[src/rtl/seg7_mux_driver.sv]
// Time-multiplexed seven-segment display driver with a load handshake.
// Hex mode updates the display directly. Decimal mode runs a sequential
// double-dabble conversion, then commits the BCD digits atomically.
// Optional leading-zero blanking is enabled by defining SEG7_LZB_EN.
module seg7_mux_driver #(
  parameter int unsigned DIGITS      = 4,
  parameter int unsigned VALUE_W     = 16,
  parameter int unsigned REFRESH_DIV = 100000,
  parameter bit          ACTIVE_LOW  = 1'b1
) (
  input  logic               clk,
  input  logic               rst,
  input  logic [VALUE_W-1:0] value,
  input  logic               load,
  input  logic               mode,
  output logic               busy,
  output logic [6:0]         sevent,
  output logic [DIGITS-1:0]  enable
);

  localparam int unsigned DispW     = 4 * DIGITS;
  localparam int unsigned BcdMin    = (VALUE_W * 3) / 10 + 1;
  localparam int unsigned BcdDigits = (BcdMin > DIGITS) ? BcdMin : DIGITS;
  localparam int unsigned BcdW      = 4 * BcdDigits;
  localparam int unsigned RefW      = (REFRESH_DIV > 1) ? $clog2(REFRESH_DIV) : 1;
  localparam int unsigned DigW      = (DIGITS > 1) ? $clog2(DIGITS) : 1;
  localparam int unsigned CntW      = $clog2(VALUE_W + 1);
  localparam longint unsigned DecLimit = 64'd10 ** DIGITS;

  // Segment patterns in active-low gfedcba form.
  localparam logic [6:0] SegZero  = 7'b1000000;
  localparam logic [6:0] SegDash  = 7'b0111111;
  localparam logic [6:0] SegBlank = 7'b1111111;

  localparam logic [6:0]        SevRst = ACTIVE_LOW ? SegZero : ~SegZero;
  localparam logic [DIGITS-1:0] EnRst  = ACTIVE_LOW ? ~DIGITS'(1) : DIGITS'(1);

  typedef enum logic [1:0] {StIdle, StConv, StCommit} state_e;

  state_e              state_q, state_d;
  logic [VALUE_W-1:0]  bin_q, bin_d;
  logic [BcdW-1:0]     bcd_q, bcd_d, bcd_adj;
  logic [CntW-1:0]     cnt_q, cnt_d;
  logic                ovf_pend_q, ovf_pend_d;
  logic [DispW-1:0]    disp_q, disp_d;
  logic                ovf_q, ovf_d;
  logic [RefW-1:0]     ref_q, ref_d;
  logic [DigW-1:0]     dig_q, dig_d;
  logic [6:0]          sevent_q, sevent_d;
  logic [DIGITS-1:0]   enable_q, enable_d;

  logic [63:0]         value_ext;
  logic                hex_ovf;
  logic                blank;
  logic [3:0]          nib;
  logic [6:0]          seg_al;
  logic [DIGITS-1:0]   en_hot;
  int unsigned         dig_idx;

  function automatic logic [6:0] seg_lut(input logic [3:0] n);
    logic [6:0] s;
    unique case (n)
      4'h0: s = 7'b1000000;
      4'h1: s = 7'b1111001;
      4'h2: s = 7'b0100100;
      4'h3: s = 7'b0110000;
      4'h4: s = 7'b0011001;
      4'h5: s = 7'b0010010;
      4'h6: s = 7'b0000010;
      4'h7: s = 7'b1111000;
      4'h8: s = 7'b0000000;
      4'h9: s = 7'b0010000;
      4'hA: s = 7'b0001000;
      4'hB: s = 7'b0000011;
      4'hC: s = 7'b1000110;
      4'hD: s = 7'b0100001;
      4'hE: s = 7'b0000110;
      4'hF: s = 7'b0001110;
    endcase
    return s;
  endfunction

  assign value_ext = 64'(value);
  assign hex_ovf   = (value_ext >> DispW) != 64'd0;
  assign busy      = (state_q == StConv) || (state_q == StCommit);
  assign sevent    = sevent_q;
  assign enable    = enable_q;

  // Double-dabble add-3 adjustment on every BCD digit of the running result.
  always_comb begin
    bcd_adj = bcd_q;
    for (int i = 0; i < int'(BcdDigits); i++) begin
      if (bcd_q[4*i +: 4] >= 4'd5) bcd_adj[4*i +: 4] = bcd_q[4*i +: 4] + 4'd3;
    end
  end

  // Load handshake, conversion sequencing and display-register update.
  always_comb begin
    state_d    = state_q;
    bin_d      = bin_q;
    bcd_d      = bcd_q;
    cnt_d      = cnt_q;
    ovf_pend_d = ovf_pend_q;
    disp_d     = disp_q;
    ovf_d      = ovf_q;
    unique case (state_q)
      StIdle: begin
        if (load) begin
          if (mode) begin
            bin_d      = value;
            bcd_d      = '0;
            cnt_d      = '0;
            ovf_pend_d = (value_ext >= DecLimit);
            state_d    = StConv;
          end else begin
            disp_d = value_ext[DispW-1:0];
            ovf_d  = hex_ovf;
          end
        end
      end
      StConv: begin
        {bcd_d, bin_d} = {bcd_adj, bin_q} << 1;
        cnt_d          = cnt_q + CntW'(1);
        if (cnt_q == CntW'(VALUE_W - 1)) state_d = StCommit;
      end
      StCommit: begin
        // Digits and overflow land together so the display never shows a mix.
        disp_d  = bcd_q[DispW-1:0];
        ovf_d   = ovf_pend_q;
        state_d = StIdle;
      end
      default: state_d = StIdle;
    endcase
  end

  // Refresh timer and digit-index advance.
  always_comb begin
    ref_d = ref_q + RefW'(1);
    dig_d = dig_q;
    if (ref_q == RefW'(REFRESH_DIV - 1)) begin
      ref_d = '0;
      dig_d = (dig_q == DigW'(DIGITS - 1)) ? '0 : dig_q + DigW'(1);
    end
  end

  // Pin values from the current digit index and display register.
  always_comb begin
    dig_idx = 32'(dig_q);
    nib     = disp_q[4*dig_idx +: 4];
`ifdef SEG7_LZB_EN
    blank   = (dig_q != '0) && ((disp_q >> (4 * dig_idx)) == '0);
`else
    blank   = 1'b0;
`endif
    if (ovf_q)      seg_al = SegDash;
    else if (blank) seg_al = SegBlank;
    else            seg_al = seg_lut(nib);
    en_hot   = DIGITS'(1) << dig_q;
    sevent_d = ACTIVE_LOW ? seg_al : ~seg_al;
    enable_d = ACTIVE_LOW ? ~en_hot : en_hot;
  end

  // State, datapath, refresh and output registers.
  always_ff @(posedge clk) begin
    if (rst) begin
      state_q    <= StIdle;
      bin_q      <= '0;
      bcd_q      <= '0;
      cnt_q      <= '0;
      ovf_pend_q <= 1'b0;
      disp_q     <= '0;
      ovf_q      <= 1'b0;
      ref_q      <= '0;
      dig_q      <= '0;
      sevent_q   <= SevRst;
      enable_q   <= EnRst;
    end else begin
      state_q    <= state_d;
      bin_q      <= bin_d;
      bcd_q      <= bcd_d;
      cnt_q      <= cnt_d;
      ovf_pend_q <= ovf_pend_d;
      disp_q     <= disp_d;
      ovf_q      <= ovf_d;
      ref_q      <= ref_d;
      dig_q      <= dig_d;
      sevent_q   <= sevent_d;
      enable_q   <= enable_d;
    end
  end

endmodule

[config.mk]
export PLATFORM = sky130hd
export DESIGN_NAME = seg7_mux_driver
export DESIGN_NICKNAME = d
export VERILOG_FILES = /design/src/rtl/seg7_mux_driver.sv
export SDC_FILE = /design/constraint.sdc
export NUM_CORES = 1
export LEC_CHECK = 0
export CAP_MARGIN = 15
export CORE_MARGIN = 2
export CORE_UTILIZATION = 55
export CTS_CLUSTER_SIZE = 28
export DETAILED_ROUTE_END_ITERATION = 7
export GPL_TIMING_DRIVEN = 0
export PLACE_DENSITY = 0.84
export SLEW_MARGIN = 20
export SYNTH_ARGS = -nofsm -noshare
export SYNTH_HDL_FRONTEND = slang
export SYNTH_SLANG_ARGS = --single-unit
[constraint.sdc]
create_clock -name clk -period 5.1 [get_ports clk]
set_clock_uncertainty 0.2 [all_clocks]
set_input_delay 1.02 -clock clk [delete_from_list [all_inputs] [get_ports clk]]
set_output_delay 1.02 -clock clk [all_outputs]
set_load 0.05 [all_outputs]
=== Yosys cells after proc, flatten, opt, wreduce, memory -nomap -nowiden ===
Memory sizes are Yosys's and may differ from the RTL's.
Index checks and enable logic that the tools add are counted.

* Bitwise logic cells: 1
* Divide/modulo/power cells: 0
* Reductions and logical operators: 9
* Multiply operators: 0
* $add $sub $neg: 8
* Magnitude comparators: 6
* Shift-type cells: 2
* Mux-type cells: 26
* Equal/unequal tests: 9

{| class="wikitable"
|+ Operator list
! cell !! count
|-
| $mux W16 || 4
|-
| $pmux W16 S2 || 2
|-
| $mux W20 || 2
|-
| $pmux W20 S2 || 1
|-
| $ge A4 B3 Y1 const B || 5
|-
| $add A17 B1 Y17 const B || 1
|-
| $eq A17 B17 Y1 const B || 1
|-
| $add A4 B2 Y4 const B || 4
|-
| $ge A16 B14 Y1 const B || 1
|-
| $mux W4 || 4
|-
| $shiftx A16 B5 Y4 || 1
|-
| $reduce_and A3 Y1 || 4
|-
| $mux W5 || 2
|-
| $pmux W5 S2 || 1
|-
| $mux W2 || 4
|-
| $mux W7 || 1
|-
| $ne A2 B2 Y1 const B || 3
|-
| $add A5 B1 Y5 const B || 1
|-
| $eq A5 B4 Y1 const B || 1
|-
| $eq A2 B2 Y1 const B || 2
|-
| $not A4 Y4 || 1
|-
| $pmux W2 S2 || 1
|-
| $reduce_bool A2 Y1 || 2
|-
| $shl A1 B2 Y4 const A || 1
|-
| other kinds (10) || 11
|}

* Output and inout port bits: 12
* Bits in read-only memories: 112
* Bits in latches: 0
* Register bits: 91
* Memories kept: 1
* Bits in writable memories: 0

{| class="wikitable"
|+ Memory list
! memory !! depth !! bits a word !! rd ports !! clocked after memory_dff !! write ports !! line !! source
|-
| (no name shown) || 16 || 7 || 1 || 0 || 0 || 62 || <nowiki>unique case (n)</nowiki>
|}

=== Logic depth before layout (Yosys ltp) ===
* Word-level depth: 3
* Mapped depth: 9
* Gate-level depth less buffers: 7

=== Worst setup path after synthesis ===
OpenSTA, ideal clock, no wires.

* Path kind: input-to-reg
* Start: in load
* End: reg bin_q[1]
* Path slack: 2802 ps
* Data arrival time: 1970 ps
* Required time: 4772 ps
* Cell stages on the path: 5
* Setup time: 128 ps
* Cell sequence: a21bo_2 and2_1 clkbuf_1 a222oi_1 nor2_1

* Longest elaborated chain between the ends: 2

{| class="wikitable"
|+ Ends and longest elaborated chain
! item !! line !! source
|-
| start, declared || 14 || <nowiki>input logic load,</nowiki>
|-
| $ne A2 B2 Y1 (no source line) || n/a ||
|-
| $reduce_and A3 Y1 (no source line) || n/a ||
|-
| end signal, assigned || 179 || <nowiki>bin_q <= bin_d;</nowiki>
|-
| end, declared || 41 || <nowiki>logic [VALUE_W-1:0] bin_q, bin_d;</nowiki>
|}

No other way between the ends.
A chain may end at the register's enable or synchronous reset.

=== Final worst setup path ===
* Start: reg state_q[1]
* End: out busy

* Longest elaborated chain between the ends: 2
* Elaborated cells on any way between the ends: 3
* Those cells by class: eq/ne (2); reduce/logical (1)

{| class="wikitable"
|+ Ends and longest elaborated chain
! item !! line !! source
|-
| start, declared || 40 || <nowiki>state_e state_q, state_d;</nowiki>
|-
| start signal, assigned || 166 || <nowiki>state_q <= StIdle;</nowiki>
|-
| start signal, assigned || 178 || <nowiki>state_q <= state_d;</nowiki>
|-
| $eq A2 B1 Y1 or $eq A2 B2 Y1 (tied branches) || 85 || <nowiki>assign busy = (state_q == StConv) || (state_q == StCommit);</nowiki>
|-
| $logic_or A1 B1 Y1 (*) || 85 ||
|-
| end, declared || 16 || <nowiki>output logic busy,</nowiki>
|}

Mark *: on every way between the ends. The rest lies on a longest branch, timed or not.

==> parameters.txt <==
Parameter                              Value

Run status
  Outcome    finished clean

Power
  Switching fraction of total power    0.272
  Fraction of power consumed by combinational cells    0.138
  IR Drop Worst-Case VDD    0.180 mV
  Total power per unit cell area    284 nW/um^2
  Internal power of the cells    1010 uW
  Power dissipated by switching net loads    377 uW
  Share of power burned in registers    0.523
  Clock network fraction of total power    0.339
  Leakage power    0.00176 uW

Critical path
  Crit path required time    around 3900 ps
  Endpoint arrival time on the critical path    1910 ps
  Capturing element type of the critical path    primary output
  Crit-path max FO    3
  Crit start category    flip-flop
  Worst setup path class    flip-flop to primary output

Timing
  Final sum of negative setup slack    0 ps
  Final Max Tran Viols    0
  Final period demand of the worst path    3130 ps
  Finish-stage setup viols    0
  Max-slew headroom at the worst pin    0.540
  Slack of the critical path    1970 ps
  Achievable clock frequency    0.320 GHz
  Measured slew at the worst slew-check pin    slightly below 700 ps
  Final count of hold timing violations    0
  Final worst-path cycle share    0.613
  Setup repair after global routing missed its margin    false

Global route
  Total congestion overflow    0
  Number of antenna violations at the first check in global routing    0
  Overall fraction of global-route tracks in use    0.235
  Pin count of the biggest net entering global routing    15
  Number of global-route vias before repair    3432
  First-pass GRT wire length    15.7 mm

Place
  Gpl congestion    0.902
  Half-perimeter wire length after detailed placement    between 7 and 8 mm
  Pre-CTS setup slack    2070 ps
  Total cell area at the placement stage    between 4000 and 5000 um^2
  Count of input and output buffers    30

Cells and area
  Register Area    approximately 1700 um^2
  Area of the multi-input gates    2310 um^2
  Filler cells    621
  Final instance area    4870 um^2
  Final nets    546
  Share of layout cells above drive strength 1    0.0772
  Layout-stage area growth over the synthesis result    14.5%
  Antenna diode count    0

Routing
  First-pass iteration count of the detailed router    5
  Number of nets still failing antenna checks after routing    0
  Remaining design rule violation count    0
  Aggregate routed wire length    about 9.5 mm
  Total vias in the final route    ~3500
  Routed wirelength normalized by instance count    15.6 um
  Routed via count divided by cell count    5.69
  Iteration-0 DRC count of the detailed router    196

Clock network
  Number of gates resized after CTS    0
  Clock tree from TritonCTS    yes
  Maximum buffer depth of the clock tree    2
  Post-cts hold buffer count    0
  Setup Fix Bufs, Post-CTS    0
  Clock sinks    87
  Clock network latency to the later pin of the worst-skew pair    approximately 360 ps
  Number of H-tree branching levels    3
  Clock-pin slew reported for the worst setup and hold paths after clock tree synthesis    80 ps
  Cts bufs inserted    9
  Clk Tree Root Cell    clkbuf_8

Logic synthesis
  Fraction of post-synthesis cell area in the top cell type by area    0.409
  Synth Warn #    0
  Commonest cells post-synth    87 x dfxtp_1, 85 x nor2_1, 35 x mux2i_1, 25 x a211oi_1, 25 x ha_1
  Biggest area consumer among synthesized cells    dfxtp_1
  Post-synthesis sequential element count    87
  Most common flop cell mapped by yosys    dfxtp_1
  Number of synthesized flops with an enable pin    0
  Most common cell in the netlist    dfxtp_1
  Synthesized area divided by synthesized cell count    9.26 um^2
  Cells taking the most area after synthesis    dfxtp_1 41%, mux2i_1 8.2%, nor2_1 7.5%
  Synthesized net count    around 510
  Synth Cell Area    4260 um^2
  Instance count of the mapped netlist    460
  Sequential share of the synthesized area    0.409
  Synth unique cells    50
  Synth async-reset ratio    0

Floorplan
  Width of the chip    92 um
  Vertical die dimension    92 um
  Full die area    8460 um^2
  Initial cell density of the core    0.560
  Core outline area    7610 um^2
  Total number of placement rows    32
  Top-Level Pins    32

Hold path
  HP Class    flip-flop to flip-flop

Flow run
  Number of maximum-capacitance violations    0
[metrics by stage]
stage / hold slack (ps) / total power (uW) / utilization / std cells
floorplan: 230 / 863 / - / 460
global route: 291 / 1440 / 0.641 / 607
detailed placement: 254 / 928 / 0.616 / 592
CTS: 275 / 1390 / 0.641 / 607
finish: 268 / 1380 / 0.641 / 607
global placement: 244 / 920 / 0.616 / 592
[per-layer routing]
layer | global-route usage | wire length [um] | vias to the layer above
met2 | 0.428 | 4880 | 94
met3 | 0.0740 | 509 | 11
met4 | 0.0597 | 106 | 0
met1 | 0.265 | 3990 | 1643
met5 | 0 | 0 | -
li1 | - | - | 1703
[critical path, cell delays in order, from the launching register on]
cell	delay (ps)
dfxtp_1	380
inv_1	90
ha_1	280
clkdlybuf4s50_1	790
[placed cells by master (no fill, tap or decap), types with 2 or more instances in the layout]
cell and instances:
nand2b_1 9, ha_1 25, a21oi_2 4, inv_1 19, nand4_1 7, xnor2_1 10, a21oi_1 16, a211oi_1 25
a222oi_1 6, clkbuf_1 15, nand3_1 10, a22oi_1 11, buf_6 3, mux2i_1 35, and3_1 3, clkbuf_8 9
buf_4 2, mux4_1 2, a31oi_1 2, or2_2 2, nor2_1 85, o21ai_0 9, buf_2 6, nand2_1 13
xor2_1 14, a221oi_1 3, nor3_1 12, nor3b_1 3, clkdlybuf4s50_1 30, clkinv_4 2, o21ai_1 2, dfxtp_1 87
[final cells by class]
| type | instances | area share |
|---|---|---|
| Timing Repair Buffer | 30 | 0.0616 |
| Clock buffer | 10 | 0.0262 |
| Inverter | 19 | 0.0146 |
| Multi-Input combinational cell | 328 | 0.474 |
| Sequential cell | 87 | 0.357 |
| Tap cell | 102 | 0.0262 |
| Clock inverter | 5 | 0.0123 |
| Buffer | 26 | 0.0277 |
[path summary, 6_finish.rpt]
path / cells past startpoint / slack (ps) / startpoint / endpoint
worst max-delay path: 3 / 1970 / state_q[1] / busy
worst min register to register: 1 / 270 / ref_q[0] / ref_q[0]
worst max register to register: 6 / 2670 / dig_q[1] / sevent[2]
worst min-delay path: 1 / 270 / ref_q[0] / ref_q[0]
[cell families after synthesis]
family          share of synthesized area
mux                                 0.106
simple gates                        0.169
fa+ha+maj                          0.0734
compound gates                      0.145
flops                               0.409
buf+inv                            0.0485
xor+xnor                           0.0494
[power groups by stage]
stage	combinational, uW	clock (uW)	sequential (uW)
after floorplan	113	0	751
after global placement	182	0	738
after detailed placement	188	0	739
after CTS	190	474	723
after global routing	207	504	726
final	191	469	723
[registers in the layout, indices dropped and copies added (netlist names), 2 cells and up]
register / count
bin_q: 16
bcd_q: 16
enable: 4
dig_q: 2
ref_q: 17
sevent: 7
cnt_q: 5
state_q: 2
disp_q: 16
Power figures use the tool's default switching activity.
